[src/rtl/led_pattern_sequencer.sv]
// led_pattern_sequencer
// Address/control stage in front of the left/right LED pattern ROMs.
// It divides clk down to a visible step rate and walks rom_addr. It handles
// run/pause/stop/single-step control and direction selection. led_valid
// is aligned with the ROM's synchronous read latency.
//
// Control inputs are single-cycle pulses, sampled on every rising edge; there
// is no handshake. Among the state controls, stop beats start and start beats
// pause. A step coincident with start or stop is dropped. A dir_toggle
// coincident with stop is dropped.
// The FSM state is held in the enum register "state" for checker binding.
module led_pattern_sequencer #(
   parameter int PRESCALE = 50000000,
   parameter int ADDR_W   = 12,
   parameter int ADDR_MAX = 4095,
   parameter int ROM_LAT  = 1
) (
   input  logic              clk,
   input  logic              rst_n,
   input  logic              start,
   input  logic              pause,
   input  logic              stop,
   input  logic              step,
   input  logic              dir_toggle,
   output logic              rom_en,
   output logic [ADDR_W-1:0] rom_addr,
   output logic              dir_sel,
   output logic              step_tick,
   output logic              led_valid,
   output logic              busy
);

   localparam int CNT_W = $clog2(PRESCALE);
   localparam int VAL_W = $clog2(ROM_LAT + 1);

   localparam logic [CNT_W-1:0]  CNT_LAST  = CNT_W'(PRESCALE - 1);
   localparam logic [ADDR_W-1:0] ADDR_LAST = ADDR_W'(ADDR_MAX);
   localparam logic [VAL_W-1:0]  VAL_FULL  = VAL_W'(ROM_LAT);

   typedef enum logic [1:0] {
      S_IDLE  = 2'd0,
      S_RUN   = 2'd1,
      S_PAUSE = 2'd2
   } state_t;

   state_t              state;
   state_t              state_nxt;
   logic [CNT_W-1:0]    cnt;
   logic [CNT_W-1:0]    cnt_nxt;
   logic [ADDR_W-1:0]   addr_nxt;
   logic                dir_nxt;
   logic                pend;
   logic                pend_nxt;
   logic                pend_eff;
   logic                adv;
   logic                active;
   logic                qual;
   logic [VAL_W-1:0]    val_cnt;

   assign active = (state != S_IDLE);
   assign rom_en = active;
   assign busy   = active;

   // Next-state selection: stop > start > pause.
   always_comb begin
      state_nxt = state;
      case (state)
         S_IDLE: begin
            if (start && !stop) state_nxt = S_RUN;
         end
         S_RUN: begin
            if (stop)                 state_nxt = S_IDLE;
            else if (pause && !start) state_nxt = S_PAUSE;
         end
         S_PAUSE: begin
            if (stop)       state_nxt = S_IDLE;
            else if (start) state_nxt = S_RUN;
         end
         default: state_nxt = S_IDLE;
      endcase
   end

   // Prescaler, address advance and direction/pending-flip handling.
   always_comb begin
      cnt_nxt  = cnt;
      addr_nxt = rom_addr;
      dir_nxt  = dir_sel;
      pend_nxt = pend;
      pend_eff = pend ^ dir_toggle;
      adv      = 1'b0;
      if (state == S_IDLE) begin
         // ROM is disabled, so the direction may change at once.
         if (dir_toggle) dir_nxt = ~dir_sel;
      end else if (state_nxt == S_IDLE) begin
         addr_nxt = '0;
         cnt_nxt  = '0;
         pend_nxt = 1'b0;
      end else begin
         pend_nxt = pend_eff;
         // Count only while staying in RUN so a pause freezes the phase.
         if (state == S_RUN && state_nxt == S_RUN) begin
            if (cnt == CNT_LAST) begin
               cnt_nxt = '0;
               adv     = 1'b1;
            end else begin
               cnt_nxt = cnt + 1'b1;
            end
         end
         if (state == S_PAUSE && state_nxt == S_PAUSE && step) adv = 1'b1;
         if (adv) begin
            if (pend_eff) begin
               // Direction and address change together on one edge.
               dir_nxt  = ~dir_sel;
               addr_nxt = '0;
               pend_nxt = 1'b0;
            end else begin
               addr_nxt = (rom_addr == ADDR_LAST) ? '0 : rom_addr + 1'b1;
            end
         end
      end
   end

   // The ROM captures a stable address on this edge only if it was enabled
   // before the edge, stays enabled, and nothing moves on this edge.
   assign qual = active && (state_nxt != S_IDLE) && !adv;

   // State, datapath and tick registers.
   always_ff @(posedge clk) begin
      if (!rst_n) begin
         state     <= S_IDLE;
         cnt       <= '0;
         rom_addr  <= '0;
         dir_sel   <= 1'b0;
         pend      <= 1'b0;
         step_tick <= 1'b0;
      end else begin
         state     <= state_nxt;
         cnt       <= cnt_nxt;
         rom_addr  <= addr_nxt;
         dir_sel   <= dir_nxt;
         pend      <= pend_nxt;
         step_tick <= adv;
      end
   end

   // Saturating count of consecutive stable ROM captures; full depth means
   // the ROM output reflects the current rom_addr/dir_sel.
   always_ff @(posedge clk) begin
      if (!rst_n) begin
         val_cnt <= '0;
      end else if (!qual) begin
         val_cnt <= '0;
      end else if (val_cnt != VAL_FULL) begin
         val_cnt <= val_cnt + 1'b1;
      end
   end

   assign led_valid = (val_cnt == VAL_FULL);

endmodule
[config.mk]
export PLATFORM = sky130hd
export DESIGN_NAME = led_pattern_sequencer
export DESIGN_NICKNAME = d
export VERILOG_FILES = /design/src/rtl/led_pattern_sequencer.sv
export SDC_FILE = /design/constraint.sdc
export NUM_CORES = 1
export LEC_CHECK = 0
export ABC_AREA = 1
export CAP_MARGIN = 20
export CORE_MARGIN = 5
export CORE_UTILIZATION = 30
export CTS_BUF_LIST = sky130_fd_sc_hd__clkbuf_16
export DETAILED_ROUTE_END_ITERATION = 7
export PLACE_DENSITY = 0.58
export SLEW_MARGIN = 15
export SYNTH_ARGS = -nofsm -noshare
export SYNTH_HDL_FRONTEND = slang
export SYNTH_SLANG_ARGS = --single-unit
[constraint.sdc]
create_clock -name clk -period 3.75 [get_ports clk]
set_clock_uncertainty 0.2 [all_clocks]
set_input_delay 0.75 -clock clk [delete_from_list [all_inputs] [get_ports clk]]
set_output_delay 0.75 -clock clk [all_outputs]
set_load 0.02 [all_outputs]
### After elaboration in Yosys (flattened, before gate mapping)

Cells that the tools add are included.

* flip-flop bits (word level): 44
* latch bits: 0
* RAM bits: 0
* memory bits (read-only): 0
* input port bits: 7
* output and inout port bits: 17
* logic and storage cells: 71
* memories: 0

* add/sub/neg operators: 3
* multipliers: 0
* divide/modulo/power cells: 0
* $lt $le $gt $ge: 0
* equality and inequality tests: 8
* shifts and indexed selects: 0
* muxes and demuxes: 28
* bitwise gates (word level): 3
* reduce and logical (&&, ||, !) cells: 22

Operator list (count)
* $mux 26: 3
* $mux 12: 4
* $add 26x1->26 const B: 1
* $eq 26x26->1 const B: 1
* $mux 1: 15
* $add 12x1->12 const B: 1
* $eq 12x12->1 const B: 1
* $reduce_bool 2->1: 6
* $mux 2: 5
* $logic_and 1x1->1: 7
* $pmux 2 s3: 1
* $reduce_and 2->1: 3
* $eq 2x1->1 const B: 2
* $eq 2x2->1 const B: 2
* $logic_not 2->1: 2
* $ne 2x2->1 const B: 2
* $reduce_and 4->1: 1
* $logic_not 1->1: 3
* $not 1->1: 2
* $add 1x1->1 const B: 1
* $xor 1x1->1: 1

### Logic depth before layout (Yosys ltp)

Gate-level depths: netlist of the first run.

* depth in word-level cells: 16
* mapped depth: 13
* mapped depth without buffers: 12

### Least setup slack after synthesis of the first run

No wires, ideal clock.

* path kind: input -> register
* start point: in rst_n
* end point: reg state[0]
* library setup time: 129 ps
* arrival time: 1688 ps
* required time: 3421 ps
* setup slack: 1733 ps
* stages on the path: 5
* path buffers: 3
* cell sequence: clkbuf_1 inv_1 clkbuf_1 clkbuf_1 nor2_1

RTL lines
* start, declared: RTL line 19 `input logic rst_n,`
* end signal, assigned: RTL line 137 `state <= state_nxt;`
* end, declared: RTL line 46 `state_t state;`

No word-level cell between the ends.

### Worst setup path in the final report of the first run

* start point: reg state[0]
* end point: out busy

* longest elaborated chain between the ends: 1

RTL lines
* $reduce_bool 2->1: RTL line 60 `assign active = (state != S_IDLE);`
* end, declared: RTL line 30 `output logic busy`

Every way passes these cells.

==> results.json, run 1 <==
{
  "clock.fmax_ghz": 0.365,
  "cts_root_buffer": "clkbuf_16",
  "routabilityCongestion": 0.865,
  "final_util_pct": 36.2,
  "die_x_um": 108,
  "yosysMostFrequentCell": "nand2_1",
  "ctsHoldBuffers": 0,
  "syn_area_um2": 2880,
  "endpoint_kind": "output pin",
  "wl_per_cell_um": 12.2,
  "cts.clk_slew.worst_paths_ps": 60,
  "start_util_pct": 30.9,
  "path_class": "reg -> out",
  "dieArea_um2": 11700,
  "grt_first_pass_wirelength_um": 12000,
  "setup_viol": 0,
  "grt_max_degree": 21,
  "finalHoldViolCount": 0,
  "cts_max_level": 2,
  "post-dp-hpwl_um": 5410,
  "vias_per_cell": 4.65,
  "cts-resized-gates": 0,
  "max_cap_viol_count": 0,
  "design_area_um2": 3380,
  "totalWireLength_um": 7200,
  "crit_fanout": 9,
  "die_h_um": 108,
  "worstPathArrival_ps": 1790,
  "synth_common_cells": "nand2_1 (127), nor2_1 (61), dfxtp_1 (44)",
  "clock_path_buffers": 2,
  "dpl_cell_area_um2": 3210,
  "vias": 2738,
  "hp-class": "reg -> reg",
  "synth_fp_nets": 448,
  "synth_warnings": 0,
  "reg2regPathDepth": 11,
  "synth_largest_area_cell": "dfxtp_1",
  "cts_buffers": 5,
  "cts_setup_buffers": 0,
  "fin_crit_sh_pct": 73.0,
  "yosys-top-cells-area": "dfxtp_1 (31%), nand2_1 (17%), nor2_1 (7.9%)",
  "yosysTopAreaCellShare_pct": 30.5,
  "drtIter0Drc": 123,
  "ys_types": 37,
  "drive_gt1_share_pct": 11.7,
  "drv_slew": 0,
  "antenna_found_initial": 0,
  "ir_drop_mv": 0.179,
  "firstDrtPassIters": 4,
  "synth-async-reset-ratio_pct": 0,
  "p_leak_nw": 1.20,
  "worst_pin_slew_ps": 701,
  "core_region_area_um2": 9330,
  "period_needed_ps": 2740,
  "portBuffers": 23,
  "fill_cells": 988,
  "area_growth_pct": 17.2,
  "power_density_nw_per_um2": 310,
  "tns_ps": 0,
  "drtAntennaViolNets": 0,
  "synth.avg_cell_area_um2": 6.57,
  "status": "complete, no violations",
  "netlist_instances": 439,
  "grt_pass1_vias": 2467,
  "synth-main-ff-cell": "dfxtp_1",
  "ioPinCount": 24,
  "synth_edf_count": 0,
  "drcViolationCount": 0,
  "cts_tree": "yes",
  "track_usage_pct": 12.9,
  "nets": 468,
  "rsz0062_at_grt": "false",
  "synth-seq-cells": 44,
  "crit_path_start_kind": "flop",
  "timing.slew.headroom_pct": 53.2,
  "clk_latency_ps": 290,
  "rows": 35,
  "synth_seq_area_share_pct": 30.5,
  "hold_ws_ps": 290,
  "min_delay_path_depth": 2,
  "n_antenna_cell": 0,
  "required_ps": 2800,
  "grt_overflow": 0,
  "clkSinkCount": 44
}
[sequential cells by signal (all words and copies together) (netlist names)]
register	cells
cnt	26
rom_addr	12
state	2
dir_sel	1
led_valid	1
pend	1
step_tick	1
[stage by stage]
step	cells	power (mW)	worst slack [ps]
2_1_floorplan	439	0.528	1730
3_3_place_gp	581	0.550	976
3_5_place_dp	581	0.550	913
4_1_cts	589	1.06	1010
5_1_grt	589	1.09	936
6_report	589	1.05	1010
[critical path, stage by stage (launching register included)]
cell and delay, ps:
dfxtp_1 450, nor2_2 130, inv_2 240, clkdlybuf4s50_1 670
[logic make-up (layout without fill, tap and decap cells)]
group,after synthesis,count (layout),share of synthesized area (%)
AO/OA/AOI/OAI,41,41,8.89
buffers and inverters,60,81,8.85
XOR/XNOR,8,8,3.08
adder cells (fa/ha/maj),2,2,0.868
AND/OR/NAND/NOR,284,284,47.8
flip-flops,44,44,30.5
[area by class of cell]
cell class / instances / area, µm² / area share, %
inverters: 49 / 184 / 5.44
flip-flops and latches: 44 / 881 / 26.1
clock buffers: 5 / 125 / 3.70
repair buffers: 24 / 238 / 7.03
multi-input cells: 335 / 1750 / 51.7
well taps: 129 / 161 / 4.78
clock inverters: 3 / 42.5 / 1.26
[worst paths after layout]
path / slack [ps] / to / startpoint
worst max register to register: 1650 / cnt[12]$_SDFFE_PN0P_ / state[0]$_SDFF_PN0_
worst min register to register: 290 / cnt[1]$_SDFFE_PN0P_ / cnt[1]$_SDFFE_PN0P_
worst min-delay path: 290 / cnt[1]$_SDFFE_PN0P_ / cnt[1]$_SDFFE_PN0P_
worst max-delay path: 1010 / busy / state[0]$_SDFF_PN0_
[power breakdown]
group | switching [mW] | internal, mW | leakage (nW)
Clock | 0.196 | 0.313 | 0.0814
Combinational | 0.0456 | 0.0212 | 0.760
Sequential | 0.00241 | 0.470 | 0.355
Total | 0.244 | 0.804 | 1.20
[placed cells by master, fill, tap and decap left out, drive strengths merged]
cell type | Yosys | layout
a211oi | 1 | 1
a21oi | 24 | 24
a31oi | 1 | 1
buf | 8 | 1
bufinv | 0 | 1
clkbuf | 3 | 5
clkdlybuf4s50 | 0 | 23
clkinv | 0 | 2
dfxtp | 44 | 44
ha | 2 | 2
inv | 49 | 49
nand2 | 139 | 139
nand3 | 38 | 38
nand3b | 3 | 3
nand4 | 12 | 12
nor2 | 76 | 76
nor3 | 12 | 12
nor3b | 3 | 3
nor4 | 1 | 1
o21a | 1 | 1
o21ai | 11 | 11
o21bai | 3 | 3
xnor2 | 3 | 3
xor2 | 5 | 5
[metal layers]
metal  wire length, µm  GRT usage (%)  share of wire [%]
met5                 0              0                  0
met4               100           4.33                1.4
met3               317           2.93                4.4
met2              2990           19.2                 42
met1              3790           18.3                 53
Note: power is estimated with default switching activity, not from simulation.
==> run 2, diff against run 1 <==
Settings changed: PLACE_DENSITY 0.58 to 0.59.
Clock period 3.75 ns to 2.2 ns, I/O delays scaled along.
==> run 2 against run 1 <==
Compared with the run above: sequential share of layout area down 1.3 points; register-to-register slack worse by 1400 ps; worst hold slack worse by 8.2 ps; die area unchanged; clock power up 68%; global-route usage up 0.68 points; critical path type unchanged; largest power group unchanged.
==> results.json, run 2 (synthesis results as in run 1) <==
{
  "endpoint_kind": "output pin",
  "cts_setup_buffers": 0,
  "grt_first_pass_wirelength_um": 12900,
  "totalWireLength_um": 7370,
  "power.switching_mw": 0.410,
  "clock.fmax_ghz": 0.486,
  "cts_root_buffer": "clkbuf_16",
  "drive_gt1_share_pct": 15.2,
  "setup_viol": 0,
  "cp_slowest_cell": "clkdlybuf4s50_1",
  "dieArea_um2": 11700,
  "clock_path_buffers": 2,
  "power_density_nw_per_um2": 506,
  "cts.clk_slew.worst_paths_ps": 70,
  "top_regs": "cnt x26, rom_addr x12, state x2",
  "grt_overflow": 0,
  "worstPathArrival_ps": 1420,
  "clkSinkCount": 44,
  "worst_pin_slew_ps": 363,
  "dp_slack_ps": -58.4,
  "dp.cells": 600,
  "rsz0062_at_grt": "false",
  "grt_max_degree": 21,
  "vias_per_cell": 4.68,
  "max_cap_viol_count": 0,
  "cts_max_level": 2,
  "core_region_area_um2": 9330,
  "cts_buffers": 5,
  "final_cells": 608,
  "top_register": "cnt",
  "period_needed_ps": 2060,
  "required_ps": 1560,
  "comb_power_share_pct": 7.9,
  "sw_frac_of_total_pct": 22.7,
  "setup_ws_ps": 143,
  "path_class": "reg -> out",
  "drv_slew": 0,
  "tns_ps": 0,
  "n_antenna_cell": 0,
  "rows": 35,
  "largest_reg_flops": 26,
  "seq_power_share_pct": 44.6,
  "status": "complete, no violations",
  "power_mw": 1.80,
  "nets": 487,
  "path_cells": "clkdlybuf4s50_1",
  "crit_path_start_kind": "flop",
  "crit_fanout": 7,
  "internal_power_mw": 1.39,
  "finalHoldViolCount": 0,
  "wl_per_cell_um": 12.1,
  "final_util_pct": 38.2,
  "firstDrtPassIters": 4,
  "hp-class": "reg -> reg",
  "worst_path_largest_cell_delay_ps": 660,
  "area_growth_pct": 23.5,
  "routabilityCongestion": 0.863,
  "fin_crit_sh_pct": 93.5,
  "post-dp-hpwl_um": 5570,
  "clk_latency_ps": 290,
  "start_util_pct": 30.9,
  "drtAntennaViolNets": 0,
  "final_cell_mix": "nand2_1 (127), nor2_1 (61), dfxtp_1 (44), inv_1 (43), nand3_1 (34)",
  "p_leak_nw": 1.31,
  "die_h_um": 108,
  "ir_drop_mv": 0.296,
  "grt_pass1_vias": 2736,
  "crit_buf_inv": 1,
  "track_usage_pct": 13.6,
  "portBuffers": 23,
  "power.share.clock_pct": 47.5,
  "path_delay_family": "buffers and inverters",
  "timing.slew.headroom_pct": 75.6,
  "drtIter0Drc": 160,
  "antenna_found_initial": 0,
  "drcViolationCount": 0,
  "ioPinCount": 24,
  "layout_commonest_cell": "nand2_1",
  "vias": 2843,
  "die_x_um": 108,
  "cts_tree": "yes"
}
[run 2: worst paths after layout]
check | start | end | slack [ps] | depth (start not counted)
worst max register to register | cnt[1]$_SDFFE_PN0P_ | rom_addr[8]$_SDFFE_PN0P_ | 260 | 9
worst min-delay path | cnt[0]$_SDFFE_PN0P_ | cnt[0]$_SDFFE_PN0P_ | 280 | 2
worst max-delay path | rom_addr[3]$_SDFFE_PN0P_ | rom_addr[3] | 140 | 1
worst min register to register | cnt[0]$_SDFFE_PN0P_ | cnt[0]$_SDFFE_PN0P_ | 280 | 2
[run 2: worst min-delay path: stages, from the launching register on]
cell and delay (ps):
dfxtp_1 320, nand2_1 60, a21oi_1 50
[run 2: area by class of cell]
type                            count  area, µm²
Clock buffer                        5        125
Tap cell                          129        161
Multi-Input combinational cell    335       1750
Fill cell                         976       5770
Timing Repair Buffer               43        415
Inverter                           49        184
Sequential cell                    44        881
Clock inverter                      3       42.5
[run 2: power by group through the flow]
stage	Combinational [mW]	Sequential [mW]	Clock, mW
2_1_floorplan	0.0755	0.825	0
3_3_place_gp	0.143	0.822	0
3_5_place_dp	0.144	0.822	0
4_1_cts	0.144	0.804	0.877
5_1_grt	0.156	0.804	0.914
6_report	0.143	0.804	0.856
[run 2: per-stage QoR]
step           cell area, µm²  hold WS, ps
5_1_grt                  3560          296
3_5_place_dp             3390          277
6_report                 3560          281
2_1_floorplan            2880          257
4_1_cts                  3560          286
3_3_place_gp             3390          263
[run 2: repair_timing]
item,4_1_cts,5_1_grt
hold buffers,0,0
hold endpoints to repair,0,0
gates resized for setup,3,0
endpoints found under the setup margin,2,0
[run 2: per-layer routing]
layer / vias to the layer above / share of wire, % / track usage, %
met2: 64 / 45 / 22.0
met3: 16 / 4.4 / 2.63
met5: - / 0 / 0
met4: 0 / 2.1 / 4.69
met1: 1280 / 48 / 18.1
li1: 1483 / - / -
